### src/rtl/count_chk_pkg.sv
// Shared types and the next-count rule for the counter checker.
// The prediction function is used by the RTL predictor and by the bench.
package count_chk_pkg;

    // Monitor FSM states.
    typedef enum logic [1:0] {
        ST_IDLE  = 2'd0,
        ST_SYNC  = 2'd1,
        ST_TRACK = 2'd2,
        ST_FAULT = 2'd3
    } state_e;

    // Result of one predicted step: the next value mod 16, plus flags
    // telling whether the unmodded step left the 0..15 range.
    typedef struct packed {
        logic [3:0] next;
        logic       carry;
        logic       borrow;
    } pred_t;

    localparam int CNT_W = 4;

    // Next value of the monitored counter given its current sample.
    // A parity mismatch between p and the value's LSB means a +1 step
    // (p=1 with even c, or p=0 with odd c); otherwise f picks +2 or -2.
    function automatic pred_t predict_next(input logic [3:0] c,
                                           input logic       p,
                                           input logic       f);
        pred_t      r;
        logic [4:0] sum;
        r   = '0;
        sum = '0;
        if (p ^ c[0]) begin
            sum     = {1'b0, c} + 5'd1;
            r.carry = sum[4];
        end else if (f) begin
            sum     = {1'b0, c} + 5'd2;
            r.carry = sum[4];
        end else begin
            sum      = {1'b0, c} - 5'd2;
            r.borrow = (c < 4'd2);
        end
        r.next = sum[3:0];
        return r;
    endfunction

endpackage

### src/rtl/count_predict.sv
// Combinational next-count predictor wrapping the package rule.
module count_predict
    import count_chk_pkg::*;
(
    input  logic [3:0] c,
    input  logic       p,
    input  logic       f,
    output logic [3:0] next,
    output logic       carry,
    output logic       borrow
);

    pred_t pred;

    // Evaluate the shared prediction rule on the registered sample.
    always_comb begin
        pred   = predict_next(c, p, f);
        next   = pred.next;
        carry  = pred.carry;
        borrow = pred.borrow;
    end

endmodule

### config.mk
export PLATFORM = sky130hd
export DESIGN_NAME = count_predict
export DESIGN_NICKNAME = d
export VERILOG_FILES = /design/src/rtl/count_chk_pkg.sv /design/src/rtl/count_predict.sv
export SDC_FILE = /design/constraint.sdc
export NUM_CORES = 1
export LEC_CHECK = 0
export CAP_MARGIN = 0
export CORE_AREA = 2 2 39 41
export DETAILED_ROUTE_END_ITERATION = 6
export DIE_AREA = 0 0 41 43
export GPL_TIMING_DRIVEN = 0
export SYNTH_ARGS = -nofsm -noshare
export SYNTH_HDL_FRONTEND = slang
export SYNTH_SLANG_ARGS = --single-unit
export TNS_END_PERCENT = 1
### constraint.sdc
create_clock -name vclk -period 2.3
set_input_delay 0.69 -clock vclk [all_inputs]
set_output_delay 0.69 -clock vclk [all_outputs]
set_load 0.1 [all_outputs]
Yosys cells after proc, flatten, opt, wreduce, memory -nomap -nowiden. Index checks and enable logic that the tools add are counted.

Memory bits (writable): 0. Bits in latches: 0. Bits of input ports: 6. ROM bits: 0. Logic and storage cells: 11. Memories kept: 0. Bits in registers: 0.

$lt $le $gt $ge: 1. Reduce and logical (&&, ||, !) cells: 0. Divide/modulo/power cells: 0. Add/subtract/negate cells: 3. Bitwise operators: 1. Shift operators: 0. Equal/unequal tests: 0. Muxes and demuxes: 6. Multiply operators: 0.

Operator list (number): two-way mux 4 bit (2); adder 4 x 1 -> 5 bit (second input constant) (1); adder 4 x 2 -> 5 bit (second input constant) (1); < comparator 4 x 2 -> 1 bit (second input constant) (1); two-way mux 1 bit (4); subtractor 4 x 2 -> 4 bit (second input constant) (1); bitwise XOR 1 bit (1).

Logic depth before layout (Yosys ltp). Gate-level depths: netlist of run 1.

Word-level depth: 3. Depth in mapped cells: 6. Depth with buffers taken out: 6.

Worst setup path before layout of run 1. Ideal clock, no wire load.

Kind: input to output. Start: in c[1]. End: out next[2]. Data required time: 1610 ps. Stages on the path: 4. Data arrival time: 3262 ps. Path slack: -1652 ps. Path buffers: 0. Cell sequence: inv_1 -> ha_1 -> xor2_1 -> o21ai_0.

Longest elaborated chain between the ends: 3. Elaborated cells on any way between the ends: 5. Those cells by class: 3 x add/sub; 2 x mux.

Ends and longest elaborated chain: start: declaration (RTL line count_predict.sv:5) `input logic [3:0] c,`; subtractor 4 x 2 -> 4 bit or adder 4 x 2 -> 5 bit (tied branches) (RTL line count_chk_pkg.sv:40, count_chk_pkg.sv:37); two-way mux 4 bit (RTL line count_chk_pkg.sv:36) `end else if (f) begin`; two-way mux 4 bit (*) (RTL line count_chk_pkg.sv:33) `if (p ^ c[0]) begin`; end: declaration (RTL line count_predict.sv:8) `output logic [3:0] next,`.

Every way passes the cells marked *; elsewhere a longest branch is shown, timed or not.

Final worst setup path of run 1.
Start: in c[1]. End: out next[3].

Same word-level chain as after synthesis.

==> results of run 1 <==
[area by class of cell]
cell class | count | area share
multi-input combinational | 22 | 0.4844
timing repair buffer | 15 | 0.4115
inverter | 3 | 0.04427
tap | 16 | 0.04167
buffer | 1 | 0.01823
[where the power goes]
group | switching [mW] | leakage [nW] | internal (mW)
logic | 0.116 | 0.203 | 0.0725
clock network | 0 | 0 | 0
registers | 0 | 0 | 0
total | 0.116 | 0.203 | 0.0725
[synthesized netlist by cell type (all sizes together)]
cell type	instances
nor2	1
a21oi	1
nand2	5
or4	1
inv	3
xor2	3
and3	1
o211ai	1
or3	1
dlygate4sd1	1
ha	3
xnor2	1
o21ai	4
[worst max-delay path by stage]
stage	startpoint	end	slack, ns	depth (start not counted)
after floorplan	p	carry	-0.15	4
after global placement	c[1]	next[3]	-1.78	7
after detailed placement	c[1]	next[3]	-1.80	7
after CTS	c[1]	next[3]	-0.22	7
after global routing	c[1]	next[3]	-0.24	7
final	c[1]	next[3]	-0.20	7
[stage by stage]
stage          std cells  instance area, sq um
3_3_place_gp          54                 387.9
5_1_grt               57                 480.5
6_report              57                 480.5
3_5_place_dp          54                 387.9
4_1_cts               57                 469.2
2_1_floorplan         26                 247.7
[cells in the final DEF (no fill, tap or decap)]
cell type and count:
o211ai_1 1, a21oi_1 1, inv_1 1, buf_2 1, o21ai_1 2, nand2_1 5
ha_1 2, dlygate4sd1_1 1, or4_1 1, inv_8 1, buf_6 2, xor2_4 1
buf_12 6, or3_1 1, dlygate4sd2_1 1, and3_4 1, xnor2_4 1, inv_4 1
nor2_4 1, xor2_1 2, buf_4 4, o21ai_4 2, ha_4 1, clkdlybuf4s15_2 1
[routing by layer]
layer | track usage | vias to the layer above
met2 | 0.09375 | 7
met1 | 0.07302 | 110
li1 | - | 121
met4 | 0 | 0
met5 | 0 | -
met3 | 0.005236 | 0
[worst max-delay path: cells and delay by family]
kind,cells,cell delay (ns)
XOR/XNOR,1,0.17
buffers and inverters,3,0.31
adder cells (fa/ha/maj),1,0.14
AO/OA/AOI/OAI,1,0.20
AND/OR/NAND/NOR,1,0.30
[cells by family (layout without fill, tap and decap cells)]
group	after synthesis	after routing	share of synthesized area
AO/OA/AOI/OAI	6	6	0.1857
AND/OR/NAND/NOR	9	9	0.2429
XOR/XNOR	4	4	0.2429
adder cells (fa/ha/maj)	3	3	0.2143
buffers and inverters	4	19	0.1143
[repair_timing]
item,in CTS,in global routing
hold buffers,0,0
buffers inserted,3,0
pin swaps,3,4
gates resized for setup,80,4
setup endpoints to repair,6,5
hold endpoints to repair,0,0
==> results.json, run 1 <==
{
  "status": "complete, but fails checks",
  "violations": "negative setup slack",
  "cp_cell_sequence": "buf_12, inv_4, ha_4, or3_1, o211ai_1, xnor2_4, buf_12",
  "multi_input_area_sq_um": 232.7,
  "route.top_layer_used": "met3",
  "yosys-top-cells-area": "ha_1, o21ai_0, nand2_1",
  "crit_slowest_cell": "or3_1",
  "worstHoldPathCells": 3,
  "met1_length_um": 207,
  "antenna_found_initial": 0,
  "slew_headroom": 0.6412,
  "maxCapViolCount": 0,
  "critPathMaxStageDelay_ns": 0.30,
  "area_growth_pct": 174.3,
  "worst_ep_arrival_time_ns": 1.81,
  "dr_wl_met3_um": 32,
  "grt_pass1_vias": 176,
  "drc": 0,
  "finalCriticalPeriod_ns": 2.504,
  "seq_area_sq_um": 0,
  "initial_core_util": 0.1266,
  "tns_ns": -0.3669,
  "finalPower_mw": 0.1883,
  "holdWs_ns": 1.748,
  "ys_seq_area_frac": 0,
  "min_to": "next[1]",
  "power.density_mw_per_mm2": 392.0,
  "wl_per_cell_um": 8.298,
  "yosys_warnings": 0,
  "critPathMaxFanout": 6,
  "post-route-period-util": 1.089,
  "ant_nets": 0,
  "fmax_ghz": 0.3994,
  "worst_pin_slew_ns": 0.5407,
  "grt_max_degree": 8,
  "vdd.ir_drop.worst_uv": 177.3,
  "leakage_nw": 0.2033,
  "final_nets": 52,
  "critPathKind": "in2out",
  "yosysTopAreaCellShare": 0.2143,
  "core_sq_mm": 0.001384,
  "yosysTopAreaCell": "ha_1",
  "worst_hold_path_type": "in2out",
  "hold_violations": 0,
  "synth_cell_types": 14,
  "fin_util": 0.3472,
  "clockBufferCount": 0,
  "drt_iter0_markers": 4,
  "grtUsageTotal": 0.05400,
  "fill_cells": 151,
  "ioPinCount": 12,
  "numPortBuffers": 12,
  "drt_wl_total_um": 473,
  "num_vias": 238,
  "finalSetupViolCount": 2,
  "first_pass_iters": 4,
  "synth_area_per_cell_sq_um": 6.737,
  "preCtsSetupSlack_ns": -1.802,
  "synth_area_sq_um": 175.2,
  "gp_congestion": 0.7090,
  "met2_length_um": 233,
  "final.setup.worst_slack_ns": -0.2039,
  "die_w_um": 41,
  "crit_path_end_kind": "output port",
  "seq_cell_count": 0,
  "via_per_inst": 4.175,
  "layout-drive-gt1-share": 0.5610,
  "insertedDiodeCount": 0,
  "start_kind": "primary input",
  "fp-row-count": 14,
  "grt_pass1_wl_um": 717,
  "die-area_sq_mm": 0.001763,
  "grt-ovfl-total": 0,
  "maxSlewViolCount": 0,
  "syn_inst": 26,
  "mappedNetlistNets": 35,
  "grt_setup_unrepaired": "yes",
  "hold_path_startpoint": "c[1]",
  "die_y_um": 43,
  "cpMostUsedCell": "buf_12",
  "worstPathRequired_ns": 1.61
}
Note: power is estimated with default switching activity, not from simulation.
==> run 2: changes to the inputs <==
clock period = 2.6 ns   (was 2.3 ns; I/O delays follow)
==> run 2 against run 1 <==
The flow still finishes with violations (negative setup slack). Sequential share of layout area is the same. Worst setup slack improved by 0.18 ns. Worst hold slack improved by 0.26 ns. First-iteration DRC count is 100% lower. Via count decreased by 6.3%. Power decreased by 23%. Combinational power fell by 23%. Non-clock buffer count rose by 1. Global-route usage is 0.095 points higher. Critical path depth fell by 2. Flip-flop and latch count unchanged. Wire length shrank 2.3%. Critical path type unchanged. Largest cell class unchanged.
==> results.json, run 2 (synthesized netlist as in run 1, its figures left out) <==
{
  "final.setup.worst_slack_ns": -0.02827,
  "hold_path_startpoint": "c[2]",
  "grt_pass1_wl_um": 724,
  "violations": "negative setup slack",
  "insertedDiodeCount": 0,
  "final_nets": 53,
  "grt-ovfl-total": 0,
  "cp_cell_sequence": "buf_8, buf_4, or4_4, nor2_4, buf_12",
  "leakage_nw": 0.1956,
  "grt_max_degree": 8,
  "gp_congestion": 0.6775,
  "post-route-period-util": 1.011,
  "maxSlewViolCount": 0,
  "core_sq_mm": 0.001384,
  "grtUsageTotal": 0.05495,
  "seq_cell_count": 0,
  "layout_common_cells": "nand2_1, buf_4, buf_8",
  "hold_buffers": 0,
  "clockBufferCount": 0,
  "layout-drive-gt1-share": 0.5714,
  "area_growth_pct": 144.3,
  "place_inst": 54,
  "grt_setup_unrepaired": "yes",
  "first_pass_iters": 1,
  "start_kind": "primary input",
  "finalCriticalPeriod_ns": 2.628,
  "vdd.ir_drop.worst_uv": 169.0,
  "fp-row-count": 14,
  "dp_hpwl_um": 333.3,
  "place_area_sq_um": 332.8,
  "antenna_found_initial": 0,
  "die-area_sq_mm": 0.001763,
  "drt_iter0_markers": 0,
  "worst_pin_slew_ns": 0.5124,
  "hold_violations": 0,
  "worst_ep_arrival_time_ns": 1.85,
  "critPathMaxStageDelay_ns": 0.54,
  "slew_headroom": 0.6618,
  "numPortBuffers": 12,
  "preCtsSetupSlack_ns": -1.545,
  "fmax_ghz": 0.3805,
  "die_w_um": 41,
  "min_to": "next[2]",
  "drc": 0,
  "maxCapViolCount": 0,
  "die_y_um": 43,
  "worst_hold_path_type": "in2out",
  "ant_nets": 0,
  "status": "complete, but fails checks",
  "worstPathRequired_ns": 1.82,
  "power.density_mw_per_mm2": 339.9,
  "crit_slowest_cell": "or4_4",
  "initial_core_util": 0.1266,
  "finalPower_mw": 0.1455,
  "wl_per_cell_um": 7.966,
  "path_depth": 5,
  "critPathMaxFanout": 4,
  "num_vias": 223,
  "via_per_inst": 3.845,
  "critical_path.top_delay_family": "simple AND/OR/NAND/NOR gates",
  "fin_area_sq_um": 427.9,
  "ioPinCount": 12,
  "crit_path_end_kind": "output port",
  "grt_pass1_vias": 178,
  "finalSetupViolCount": 3,
  "drt_wl_total_um": 462,
  "fin_cells": 58,
  "crit_buf_inv": 3,
  "worstHoldPathCells": 5,
  "seq_area_sq_um": 0,
  "critPathKind": "in2out"
}
run 2: cell count changes in the layout (fill, tap and decap cells not counted), sizes merged:
cell / delta
clkdlybuf4s18: +1
run 2: cell type report:
class | instances | area (sq um)
Timing Repair Buffer | 16 | 177.7
Fill cell | 146 | 955.9
Inverter | 3 | 16.27
Tap cell | 16 | 20.02
Multi-Input combinational cell | 22 | 205.2
Buffer | 1 | 8.758
run 2: what timing repair did:
action | in CTS | in global routing
buffers inserted | 4 | 0
gates resized for setup | 75 | 5
pin swaps | 7 | 5
endpoints found under the setup margin | 6 | 5
run 2: how the worst max path moves through the flow:
stage / end / startpoint
after detailed placement: next[3] / c[1]
after global routing: carry / p
after floorplan: next[3] / c[1]
after global placement: next[3] / c[1]
final: borrow / c[2]
after CTS: next[3] / c[2]
run 2: through the flow:
| stage | util | setup TNS, ns | hold slack [ns] |
|---|---|---|---|
| floorplan | - | -1.043 | 1.841 |
| global placement | 0.2405 | -7.598 | 3.141 |
| detailed placement | 0.2405 | -7.617 | 3.149 |
| CTS | 0.3056 | -0.1726 | 2.008 |
| global route | 0.3092 | -0.2051 | 2.048 |
| finish | 0.3092 | -0.06809 | 2.007 |
run 2: where the power goes:
group / switching (mW) / internal (mW) / total [mW]
sequential: 0 / 0 / 0
combinational: 0.0960 / 0.0494 / 0.145
clock: 0 / 0 / 0
total: 0.0960 / 0.0494 / 0.145
run 2: layer usage:
metal | global-route usage | up-vias | wire, um
li1 | - | 122 | -
met1 | 0.08228 | 91 | 211
met2 | 0.09063 | 10 | 211
met3 | 0 | 0 | 40
met4 | 0 | 0 | 0
met5 | 0 | - | 0
==> run 3: changes to the inputs <==
TNS_END_PERCENT = unset   (was 1)
==> run 3 against run 2 <==
The flow still finishes with violations (negative setup slack). Utilization is 1.4 points higher. Clock-buffer cell count stayed put. Die area stayed put. Maximum frequency is 2.1% lower. Via count is 0.45% lower. Critical path type unchanged. Final cell count is 1.7% lower. Sequential share of layout area stayed put. Combinational power is 6% higher. Final area is 4.7% higher. Power is 5.1% higher. Largest cell class unchanged. Wire length is 1.9% higher. First-iteration DRC count is 3 higher.
==> results.json, run 3 (synthesized netlist as in run 1, its figures left out) <==
{
  "slew_headroom": 0.6411,
  "die_y_um": 43,
  "post-route-period-util": 1.032,
  "switching_share": 0.6438,
  "cpMostUsedCell": "buf_12",
  "final_nets": 52,
  "holdWs_ns": 1.930,
  "ioPinCount": 12,
  "layout_common_cells": "nand2_1, buf_12, buf_4, buf_2",
  "grt-ovfl-total": 0,
  "insertedDiodeCount": 0,
  "critPathMaxStageDelay_ns": 0.30,
  "grtUsageTotal": 0.06100,
  "grt_pass1_vias": 202,
  "start_kind": "primary input",
  "worst_ep_arrival_time_ns": 1.90,
  "status": "complete, but fails checks",
  "fin_util": 0.3237,
  "hold_buffers": 0,
  "finalCriticalPeriod_ns": 2.684,
  "via_per_inst": 3.895,
  "maxSlewViolCount": 0,
  "worst_pin_slew_ns": 0.5408,
  "seq_cell_count": 0,
  "grt_max_degree": 8,
  "leakage_nw": 0.1967,
  "maxCapViolCount": 0,
  "vdd.ir_drop.worst_uv": 187.2,
  "num_vias": 222,
  "grt_pass1_wl_um": 800,
  "crit_path_end_kind": "output port",
  "fmax_ghz": 0.3726,
  "layout-drive-gt1-share": 0.5610,
  "seqPwrFrac": 0,
  "crit_slowest_cell": "or3_1",
  "p_int_mw": 0.05447,
  "fp-row-count": 14,
  "seq_area_sq_um": 0,
  "power.share.clock": 0,
  "core_sq_mm": 0.001384,
  "drc": 0,
  "gp_congestion": 0.6868,
  "fill_cells": 146,
  "tns_ns": -0.1204,
  "power.density_mw_per_mm2": 341.4,
  "violations": "negative setup slack",
  "hold_violations": 0,
  "combPwrFrac": 1.000,
  "ant_nets": 0,
  "wl_per_cell_um": 8.263,
  "grt_setup_unrepaired": "yes",
  "worstPathRequired_ns": 1.82,
  "worst_hold_path_type": "in2out",
  "clockBufferCount": 0,
  "drt_iter0_markers": 3,
  "critPathMaxFanout": 5,
  "finalSetupViolCount": 2,
  "die_w_um": 41,
  "die-area_sq_mm": 0.001763,
  "dp_hpwl_um": 370.9,
  "drt_wl_total_um": 471,
  "final.setup.worst_slack_ns": -0.08376,
  "area_growth_pct": 155.7,
  "initial_core_util": 0.1266,
  "antenna_found_initial": 0,
  "first_pass_iters": 2,
  "critPathKind": "in2out",
  "numPortBuffers": 12,
  "cp_cell_sequence": "buf_12, inv_12, ha_4, or3_1, o211ai_1, xnor2_4, buf_12",
  "switchingPower_mw": 0.09846
}
[run 3: cell types whose count changed in the layout (fill, tap and decap cells not counted), sizes merged]
cell           delta
clkdlybuf4s18     -1
[run 3: final timing paths]
check	cells after the start	slack (ns)	end	startpoint
hold / removal	3	1.93	next[1]	c[1]
setup / recovery	7	-0.08	next[3]	c[2]
[run 3: power by group through the flow]
stage               clock network (mW)  registers, mW  logic (mW)
global placement                     0              0       0.136
floorplan                            0              0      0.0988
global route                         0              0       0.161
CTS                                  0              0       0.152
finish                               0              0       0.153
detailed placement                   0              0       0.136
[run 3: layer usage]
metal  global-route usage  vias to the layer above  wire length, um
met1              0.08571                       96              209
met5                    0                        -                0
met4                    0                        0                0
met2               0.1031                        9              216
li1                     -                      117                -
met3             0.005236                        0               46
[run 3: cell type report]
cell class,count,area [sq um],area share
multi-input combinational,22,214.0,0.4777
timing repair buffer,15,176.4,0.3939
inverter,3,28.78,0.06425
tap,16,20.02,0.04469
buffer,1,8.758,0.01955
[run 3: repair_timing]
item                                    CTS  global route
buffers inserted                          3             0
resized for setup                        73             3
pin swaps                                 3             0
cloned                                    0             0
endpoints found under the setup margin    6             5
[run 3: per-stage QoR]
| stage | std cells | area [sq um] | setup WS (ns) | power (mW) |
|---|---|---|---|---|
| 2_1_floorplan | 26 | 240.2 | -0.1652 | 0.09877 |
| 3_3_place_gp | 54 | 380.4 | -1.695 | 0.1356 |
| 3_5_place_dp | 54 | 380.4 | -1.699 | 0.1358 |
| 4_1_cts | 57 | 445.4 | -0.09875 | 0.1520 |
| 5_1_grt | 57 | 447.9 | -0.1237 | 0.1607 |
| 6_report | 57 | 447.9 | -0.08376 | 0.1529 |
[run 3: worst max-delay path: cells and delay by family]
family                     cells  cell delay (ns)
buffers and inverters          3             0.32
xor gates and xnor gates       1             0.17
and+or+nand+nor                1             0.30
AOI/OAI and AO/OA              1             0.19
adders and majority gates      1             0.14
